[src/rtl/layer_input_packer.sv]
// rtl/layer_input_packer.sv - packs IN_BITS-wide feature beats into one OUT_W-wide frame
//
// Purpose: collects up to NUM_FEAT feature beats (feature 0 in the LSBs) into a
// frame, then holds the frame until the downstream consumer takes it. Frames
// closed by an early in_last, or by filling the last slot without in_last, are
// still emitted and flagged with a one-cycle frame_err pulse on their first
// out_valid cycle.
//
// Optional feature: define PACKER_ERR_CNT_EN to add err_cnt, a saturating
// 8-bit count of frame_err pulses cleared by rst.
//
// Ports:
//   clk        - clock, all logic on the rising edge
//   rst        - synchronous active-high reset
//   in_data    - one feature beat
//   in_valid   - upstream beat valid
//   in_last    - beat is the final feature of its frame
//   in_ready   - packer accepts a beat this cycle
//   out_data   - packed frame
//   out_valid  - out_data valid
//   out_ready  - downstream consumes the frame
//   err_cnt    - saturating frame_err count (PACKER_ERR_CNT_EN only)
//   frame_err  - one-cycle pulse with the first cycle of a mis-framed frame
module layer_input_packer #(
    parameter int IN_BITS  = 2,
    parameter int NUM_FEAT = 2,
    localparam int OUT_W   = IN_BITS * NUM_FEAT
) (
    input  logic               clk,
    input  logic               rst,
    input  logic [IN_BITS-1:0] in_data,
    input  logic               in_valid,
    input  logic               in_last,
    output logic               in_ready,
    output logic [OUT_W-1:0]   out_data,
    output logic               out_valid,
    input  logic               out_ready,
`ifdef PACKER_ERR_CNT_EN
    output logic [7:0]         err_cnt,
`endif
    output logic               frame_err
);

    localparam int IDX_W = $clog2(NUM_FEAT);
    localparam logic [IDX_W-1:0] LAST_IDX = IDX_W'(NUM_FEAT - 1);

    typedef enum logic {
        COLLECT = 1'b0,
        HOLD    = 1'b1
    } state_t;

    state_t           r_state, w_state_next;
    logic [IDX_W-1:0] r_idx, w_idx_next;
    logic [OUT_W-1:0] r_acc, w_acc_next;
    logic             r_err, w_err_next;
    logic             r_fresh, w_fresh_next;   // first cycle of the held frame

    logic             w_accept;
    logic             w_fire;
    logic [IDX_W-1:0] w_slot;
    logic             w_slot_last;

    always_ff @(posedge clk) begin
        if (rst) begin
            r_state <= COLLECT;
            r_idx   <= '0;
            r_acc   <= '0;
            r_err   <= 1'b0;
            r_fresh <= 1'b0;
        end else begin
            r_state <= w_state_next;
            r_idx   <= w_idx_next;
            r_acc   <= w_acc_next;
            r_err   <= w_err_next;
            r_fresh <= w_fresh_next;
        end
    end

    always_comb begin
        w_state_next = r_state;
        w_idx_next   = r_idx;
        w_acc_next   = r_acc;
        w_err_next   = r_err;
        w_fresh_next = 1'b0;

        in_ready  = (r_state == COLLECT) ? 1'b1 : out_ready;
        out_valid = (r_state == HOLD);
        out_data  = r_acc;
        frame_err = (r_state == HOLD) && r_fresh && r_err;

        w_fire   = (r_state == HOLD) && out_ready;
        w_accept = in_valid && in_ready;
        // A beat taken on the handshake cycle starts the next frame at slot 0.
        w_slot      = (r_state == COLLECT) ? r_idx : '0;
        w_slot_last = (w_slot == LAST_IDX);

        if (w_fire) begin
            w_state_next = COLLECT;
            w_idx_next   = '0;
            w_acc_next   = '0;
            w_err_next   = 1'b0;
        end

        if (w_accept) begin
            w_acc_next[w_slot*IN_BITS +: IN_BITS] = in_data;
            if (in_last || w_slot_last) begin
                w_state_next = HOLD;
                w_idx_next   = '0;
                w_fresh_next = 1'b1;
                // Well-formed only when in_last lands exactly on the last slot.
                w_err_next   = !(in_last && w_slot_last);
            end else begin
                w_state_next = COLLECT;
                w_idx_next   = w_slot + 1'b1;
            end
        end
    end

`ifdef PACKER_ERR_CNT_EN
    logic [7:0] r_err_cnt;

    always_ff @(posedge clk) begin
        if (rst) begin
            r_err_cnt <= '0;
        end else if (frame_err && (r_err_cnt != 8'hFF)) begin
            r_err_cnt <= r_err_cnt + 8'd1;
        end
    end

    assign err_cnt = r_err_cnt;
`endif

endmodule

[config.mk]
export PLATFORM = sky130hd
export DESIGN_NAME = layer_input_packer
export DESIGN_NICKNAME = d
export VERILOG_FILES = /design/src/rtl/layer_input_packer.sv
export SDC_FILE = /design/constraint.sdc
export NUM_CORES = 1
export LEC_CHECK = 0
export CAP_MARGIN = 20
export CORE_AREA = 10 10 47 49
export DETAILED_ROUTE_END_ITERATION = 6
export DIE_AREA = 0 0 57 59
export DONT_BUFFER_PORTS = 1
export PLACE_DENSITY_LB_ADDON = 0.1
export SYNTH_ARGS = -nofsm -noshare
export SYNTH_HDL_FRONTEND = slang
export SYNTH_SLANG_ARGS = --single-unit
export TNS_END_PERCENT = 30
[constraint.sdc]
create_clock -name clk -period 1.1 [get_ports clk]
set_clock_uncertainty 0.05 [all_clocks]
set_input_delay 0.22 -clock clk [delete_from_list [all_inputs] [get_ports clk]]
set_output_delay 0.22 -clock clk [all_outputs]
set_load 0.005 [all_outputs]
# Word level (Yosys, flattened, before mapping)

Cells that the tools add are included.

Shift-type cells: 2
Bitwise logic cells: 1
Reductions and logical operators: 9
Add/sub/neg operators: 2
Muxes and demuxes: 13

Operator list:

| kind                   | number |
|---|---|
| $neg 2->34             | 1 |
| $shift 2x34->4 const A | 1 |
| $shiftx 2x34->4        | 1 |
| $mux 1                 | 10 |
| $mux 4                 | 2 |
| $logic_and 1x1->1      | 5 |
| $bwmux 4               | 1 |
| $reduce_bool 2->1      | 1 |
| $reduce_or 2->1        | 1 |
| $add 1x1->1 const B    | 1 |
| $logic_not 1->1        | 1 |
| $logic_or 1x1->1       | 1 |
| $not 1->1              | 1 |

Word-level logic and storage cells: 32
Bits of input ports: 7
Register bits after elaboration: 8

# Logic depth before layout (Yosys ltp)

Gate-level depths: netlist of the first run.

Word-level depth: 5
Mapped depth: 4

# Least setup slack after synthesis of the first run

Ideal clock, no wire load.

Path kind: register to register
Start: register r_state (netlist: out_valid)
End: register r_err
Setup slack: -0.096 ns
Stages on the path, launching flop included: 5
Setup time: 0.135 ns
Arrival time: 1.011 ns
Path buffers: 1
Clock period less this slack: 1.196 ns
Cell sequence: dfxtp_1 buf_6 and3b_1 a21oi_1 a221oi_2

Longest elaborated chain between the ends: 5

Ends and longest elaborated chain:

| what                   | line | source |
|---|---|---|
| start, declared        | 52   | `state_t r_state, w_state_next;` |
| start signal, assigned | 71   | `r_state <= w_state_next;` |
| $mux 1                 | 94   | `w_slot = (r_state == COLLECT) ? r_idx : '0;` |
| $logic_and 1x1->1      | 111  | `w_err_next = !(in_last && w_slot_last);` |
| $logic_not 1->1        | 111  |  |
| $mux 1                 | 106  | `if (in_last \|\| w_slot_last) begin` |
| $mux 1 (*)             | 104  | `if (w_accept) begin` |
| end signal, assigned   | 74   | `r_err <= w_err_next;` |
| end, declared          | 55   | `logic r_err, w_err_next;` |

Mark *: on every way between the ends. The rest lies on a longest branch, timed or not.
A chain may end at the register's enable or synchronous reset.

# Worst setup path after layout of the first run

Start: register r_idx
End: register r_acc[0] (netlist: out_data[0])

Longest elaborated chain between the ends: 5

Ends and longest elaborated chain:

| what                                                     | line | source |
|---|---|---|
| start, declared                                          | 53   | `logic [IDX_W-1:0] r_idx, w_idx_next;` |
| start signal, assigned                                   | 72   | `r_idx <= w_idx_next;` |
| $mux 1 (*)                                               | 94   |  |
| $neg 2->34 (*)                                           | 105  | `w_acc_next[w_slot*IN_BITS +: IN_BITS] = in_data;` |
| $shiftx 2x34->4 / $shift 2x34->4 (equally long branches) | 105  |  |
| $bwmux 4 (*)                                             | 105  |  |
| $mux 4 (*)                                               | 104  |  |
| end signal, assigned                                     | 73   | `r_acc <= w_acc_next;` |
| end, declared                                            | 54   | `logic [OUT_W-1:0] r_acc, w_acc_next;` |

Marked as above.

==> impl_results.md, run 1 <==
- Die Area: 3360 um^2
- Register Area: 165 um^2
- Rows: 14
- Largest net degree at the start of global routing: 11
- Total design power: 0.672 mW
- RSZ-0062 raised after global routing: yes
- Buffers on Ports: 0
- Placed Cells: 65
- Mapped Cells: 47
- WS Path Type: reg2reg
- Grt ovf: 0
- Total CTS buffers: 3
- Post-synth top area cell: dfxtp_1
- Post-DP HPWL: 830 um
- Vias per cell: 5.28
- #FFs+latches synth: 8
- Worst min path class: in2reg
- Diode count: 0
- Critical Path RT: 1.20 ns
- Number of flops mapped to enable cells by yosys: 0
- Root Driver: clkbuf_4
- WL met2: 597 um
- Core ar.: 1400 um^2
- H-tree levels: 1
- Nets@finish: 64
- Multi-input logic area: 268 um^2
- Main synth FF type: dfxtp_1
- Area contributors post-synth: dfxtp_1 (37%), nand2b_1 (5.8%), nand3_1 (5.8%)
- DR iter-0 viols: 9
- Highest Signal Layer: met4
- Post-synth net total: 54
- Clock-pin slew on the worst setup and hold paths: approximately 0.060 ns
- Layout cell share with drive strength beyond 1: 0.364
- Async set-reset flop share out of synthesis: 0
- Worst-margin pin slew: 0.280 ns
- DR DRC count: 0
- Die width: roughly 57 um
- Via count: 375
- Pwr dens: 1230 nW/um^2
- Starting density of the core: 0.305
- Filler Cells Inserted: around 150
- R2R Setup Slk: -0.01 ns
- CTS tree: built
- Status: finished, violations left
- Fin. max-slew vios: 0
- Core Util, Final: 0.391
- Synth Cell Area: 428 um^2
- Most numerous cell in the Yosys netlist: dfxtp_1
- Die Y: 59 um
- Total track usage: 0.0761
- CTS Sinks: 8
- RePlAce Congestion: about 0.74
- DRT antenna net count: 0
- Synth top area share: 0.374
- Post-synthesis sequential area ratio: 0.374
- Worst Hold Slack: 0.0499 ns
- Leakage power: 0.214 nW
- I/O pins: 14
- Endpoint class of the critical path: flop
- Fmax: 0.901 GHz
- WL met1: 461 um
- Final cell count without fillers: 71
- Critical-path maximum fanout: 4
- Final worst path period need: roughly 1.1 ns
- # setup viols final: 2
- CP Data Arrival Time: around 1.2 ns
- Startpoint types: flop
- YS warnings: 0
- Routed Wire Length: 1.14 mm
- Wirelength per Cell: roughly 16 um
- Post-Place Worst Slack: -0.0310 ns
- Post-synth cell types: 24
- Relative slew slack: 0.812
- Pre-antenna DRT Iters: 4
- First-pass GRT wire length: 1.97 mm
- Peak supply drop: 0.438 mV
- Layout area overhead: 28.1%
- Initial antenna violation count: 0
- Post-synth top cells: dfxtp_1 (8), nand3_1 (5), a21oi_1 (4), nand2_1 (4), nand2b_1 (4)
- Worst skew pair latency: between 0.2 and 0.3 ns
- Hold Fails Final Rpt: 0
- Worst setup margin: -0.00960 ns
- Violated checks: setup timing
- # Max-Cap Violations: 0
- Met3 Wirelength: 79 um
- Vias in the first global route: 394
- Clock Tree Buf Depth: 2
- Final period util: 1.01
- Mapped Avg Cell Area: slightly above 9 um^2
## cell families after synthesis
family,share of synthesized area
AOI/OAI and AO/OA,0.199
buffers and inverters,0.0468
DFF,0.374
muxes,0.0760
and+or+nand+nor,0.304
## area by class of cell
class,count,share of cell area
Clock buffer,3,0.0411
Sequential cell,8,0.301
Tap cell,16,0.0365
Multi-Input combinational cell,36,0.489
Timing Repair Buffer,8,0.132
## cell usage in the layout, fill, tap and decap left out, types with 2 or more instances in the layout
| cell type | synthesis | routed |
|---|---|---|
| a21oi_2 | 1 | 2 |
| buf_6 | 1 | 2 |
| dlygate4sd3_1 | 0 | 2 |
| o21a_1 | 2 | 2 |
| clkbuf_4 | 0 | 3 |
| nand2b_1 | 4 | 3 |
| mux2_4 | 0 | 2 |
| buf_4 | 0 | 4 |
| a31oi_1 | 2 | 2 |
| nand2_1 | 4 | 4 |
| dfxtp_1 | 8 | 6 |
| nand2b_4 | 1 | 2 |
| a21oi_1 | 4 | 3 |
| nand3_1 | 5 | 5 |
## path summary, 6_finish.rpt
kind / depth (start not counted) / to / start
max: 3 / out_data[0]$_SDFF_PP0_ / r_idx$_SDFFE_PP0P_
max reg2reg: 3 / out_data[0]$_SDFF_PP0_ / r_idx$_SDFFE_PP0P_
min: 2 / out_data[2]$_SDFF_PP0_ / in_data[0]
min reg2reg: 2 / out_data[3]$_SDFF_PP0_ / out_data[3]$_SDFF_PP0_
## what timing repair did
item	4_1_cts	5_1_grt
hold endpoints to repair	6	0
gates resized for setup	4	1
hold buffers	2	0
endpoints found under the setup margin	6	6
buffers inserted	1	0
cloned	0	0
pin swaps	0	2
## routing by layer
layer,GRT usage,vias to the layer above
li1,-,187
met1,0.0772,181
met2,0.119,5
met3,0.0408,2
met4,0.0503,0
met5,0,-
## where the power goes
part           switching [mW]  internal, mW
combinational          0.0427        0.0729
sequential             0.0184         0.308
clock                   0.104         0.125
total                   0.165         0.506
## flip-flops by register name, indices dropped and copies added, names as in the netlist
| signal | count |
|---|---|
| out_data | 4 |
| out_valid | 1 |
| r_err | 1 |
| r_fresh | 1 |
| r_idx | 1 |
## stage by stage
| stage | area [um^2] | TNS, ns |
|---|---|---|
| 2_1_floorplan | 443 | -0.0148 |
| 3_3_place_gp | 480 | 0 |
| 3_5_place_dp | 480 | -0.0423 |
| 4_1_cts | 544 | -0.0246 |
| 5_1_grt | 548 | -0.237 |
| 6_report | 548 | -0.00974 |
## critical path, stage by stage, from the launching register on
cell      delay, ns
dfxtp_2        0.35
nand2b_4       0.14
mux2_4         0.30
o21a_1         0.17
Note: power is estimated with default switching activity, not from simulation.
==> run 2: changes to the inputs <==
Settings changed: CTS_CLUSTER_SIZE from default to 10.
==> results of run 2 <==
Same layout as run 1: the final DEF is identical, and so are final timing and power.
==> run 3: changes to the inputs <==
Settings changed: CORE_AREA 10 10 47 49 to 2 2 39 41, DIE_AREA 0 0 57 59 to 0 0 41 43.
==> impl_results.md, run 3 (synthesis results as in run 1) <==
- Core ar.: 1380 um^2
- Clock-pin slew on the worst setup and hold paths: 0.05 ns
- Rows: 14
- CP Buf/Inv Count: 1
- Design area: 591 um^2
- Total CTS buffers: 3
- Leakage power: roughly 0.23 nW
- Largest net degree at the start of global routing: 11
- Flip-flop count of the largest register after layout: 4
- RePlAce Congestion: 0.731
- Layout area overhead: 38.0%
- CTS Sinks: 8
- Layout cell share with drive strength beyond 1: 0.448
- Status: finished, violations left
- I/O pins: 14
- Buffers on Ports: 0
- DR DRC count: 0
- Multi-input logic area: 280 um^2
- DRT antenna net count: 0
- DR iter-0 viols: 9
- Slowest-stage cell, CP: dfxtp_4
- Nets@finish: 67
- Total design power: about 0.68 mW
- Hold Fails Final Rpt: 0
- Die width: between 40 and 50 um
- Total track usage: 0.144
- Fmax: 0.856 GHz
- Final cell count without fillers: 74
- Via count: approximately 380
- Endpoint class of the critical path: output pin
- Starting density of the core: 0.309
- Commonest non-fill, non-tap cell in the layout: dfxtp_1
- # setup viols final: 6
- First-pass GRT wire length: around 1.6 mm
- Worst setup margin: -0.0687 ns
- Largest stage delay on the critical path: 0.38 ns
- Routed Wire Length: 1.03 mm
- Vias in the first global route: 355
- Placed Cells: 65
- Diode count: 0
- Register Area: 165 um^2
- Worst min path class: in2reg
- H-tree levels: 1
- DP Area: 480 um^2
- Vias per cell: 5.18
- Relative slew slack: 0.802
- Final period util: 1.06
- Clock Tree Buf Depth: 2
- Critical-path maximum fanout: 5
- WS Path Type: reg2out
- Worst-margin pin slew: ~0.3 ns
- CP Data Arrival Time: 0.90 ns
- Filler Cells Inserted: between 100 and 150
- Root Driver: clkbuf_4
- Fin. max-slew vios: 0
- # Max-Cap Violations: 0
- Die Y: 43 um
- Die Area: roughly 1800 um^2
- CTS tree: built
- Peak supply drop: ~0.43 mV
- Pre-antenna DRT Iters: 3
- Initial antenna violation count: 0
- Wirelength per Cell: between 10 and 15 um
- Post-DP HPWL: approximately 700 um
- Crit path cell chain: buf_6, and3_4
- Startpoint types: flop
- Grt ovf: 0
- Worst Hold Slack: 0.0501 ns
- Violated checks: setup timing
- Critical Path RT: 0.83 ns
- Final worst path period need: 1.17 ns
- Top cell family by delay on the critical path: flip-flops
- Most frequent cells in the layout: dfxtp_1 (6), nand3_1 (5), buf_4 (5), nand2_1 (4), buf_6 (4)
- RSZ-0062 raised after global routing: yes
- Pwr dens: 1150 nW/um^2
- Worst skew pair latency: 0.25 ns
==> run 3: worst paths after layout <==
path                             to  cells past startpoint              startpoint  slack (ns)
max                       frame_err                      2  out_valid$_SDFFE_PP0P_       -0.07
min          out_data[2]$_SDFF_PP0_                      2              in_data[0]        0.05
max reg2reg      r_idx$_SDFFE_PP0P_                      4  out_valid$_SDFFE_PP0P_       -0.06
min reg2reg  out_data[3]$_SDFF_PP0_                      2  out_data[3]$_SDFF_PP0_        0.44
==> run 3: what timing repair did <==
action                                  CTS  global route
pin swaps                                 1             1
buffers inserted                          3             1
hold buffers                              2             0
endpoints found under the hold margin     6             0
endpoints found under the setup margin    5             9
gates resized for setup                   6             4
==> run 3: final cells by class <==
cell class | count | area share
sequential | 8 | 0.280
timing repair buffer | 11 | 0.174
clock buffer | 3 | 0.0381
tap | 16 | 0.0339
multi-input combinational | 36 | 0.475
==> run 3: power by group <==
| group | switching [mW] | internal, mW |
|---|---|---|
| combinational | 0.0463 | 0.0848 |
| sequential | 0.0174 | 0.309 |
| clock | 0.0981 | 0.125 |
| total | 0.162 | 0.518 |
==> run 3: metal layers <==
layer | vias up | GRT usage | share of wire
li1 | 192 | - | -
met1 | 182 | 0.172 | 0.43
met2 | 9 | 0.209 | 0.49
met3 | 0 | 0.105 | 0.074
met4 | 0 | 0.0200 | 0
met5 | - | 0 | 0
==> run 3: stage by stage <==
| step | TNS [ns] | worst slack (ns) | util |
|---|---|---|---|
| 5_1_grt | -0.552 | -0.116 | 0.427 |
| 3_5_place_dp | -0.0347 | -0.0226 | 0.347 |
| 3_3_place_gp | -0.00584 | -0.00584 | 0.347 |
| 6_report | -0.229 | -0.0687 | 0.427 |
| 2_1_floorplan | -0.0148 | -0.0148 | - |
| 4_1_cts | -0.200 | -0.0725 | 0.410 |
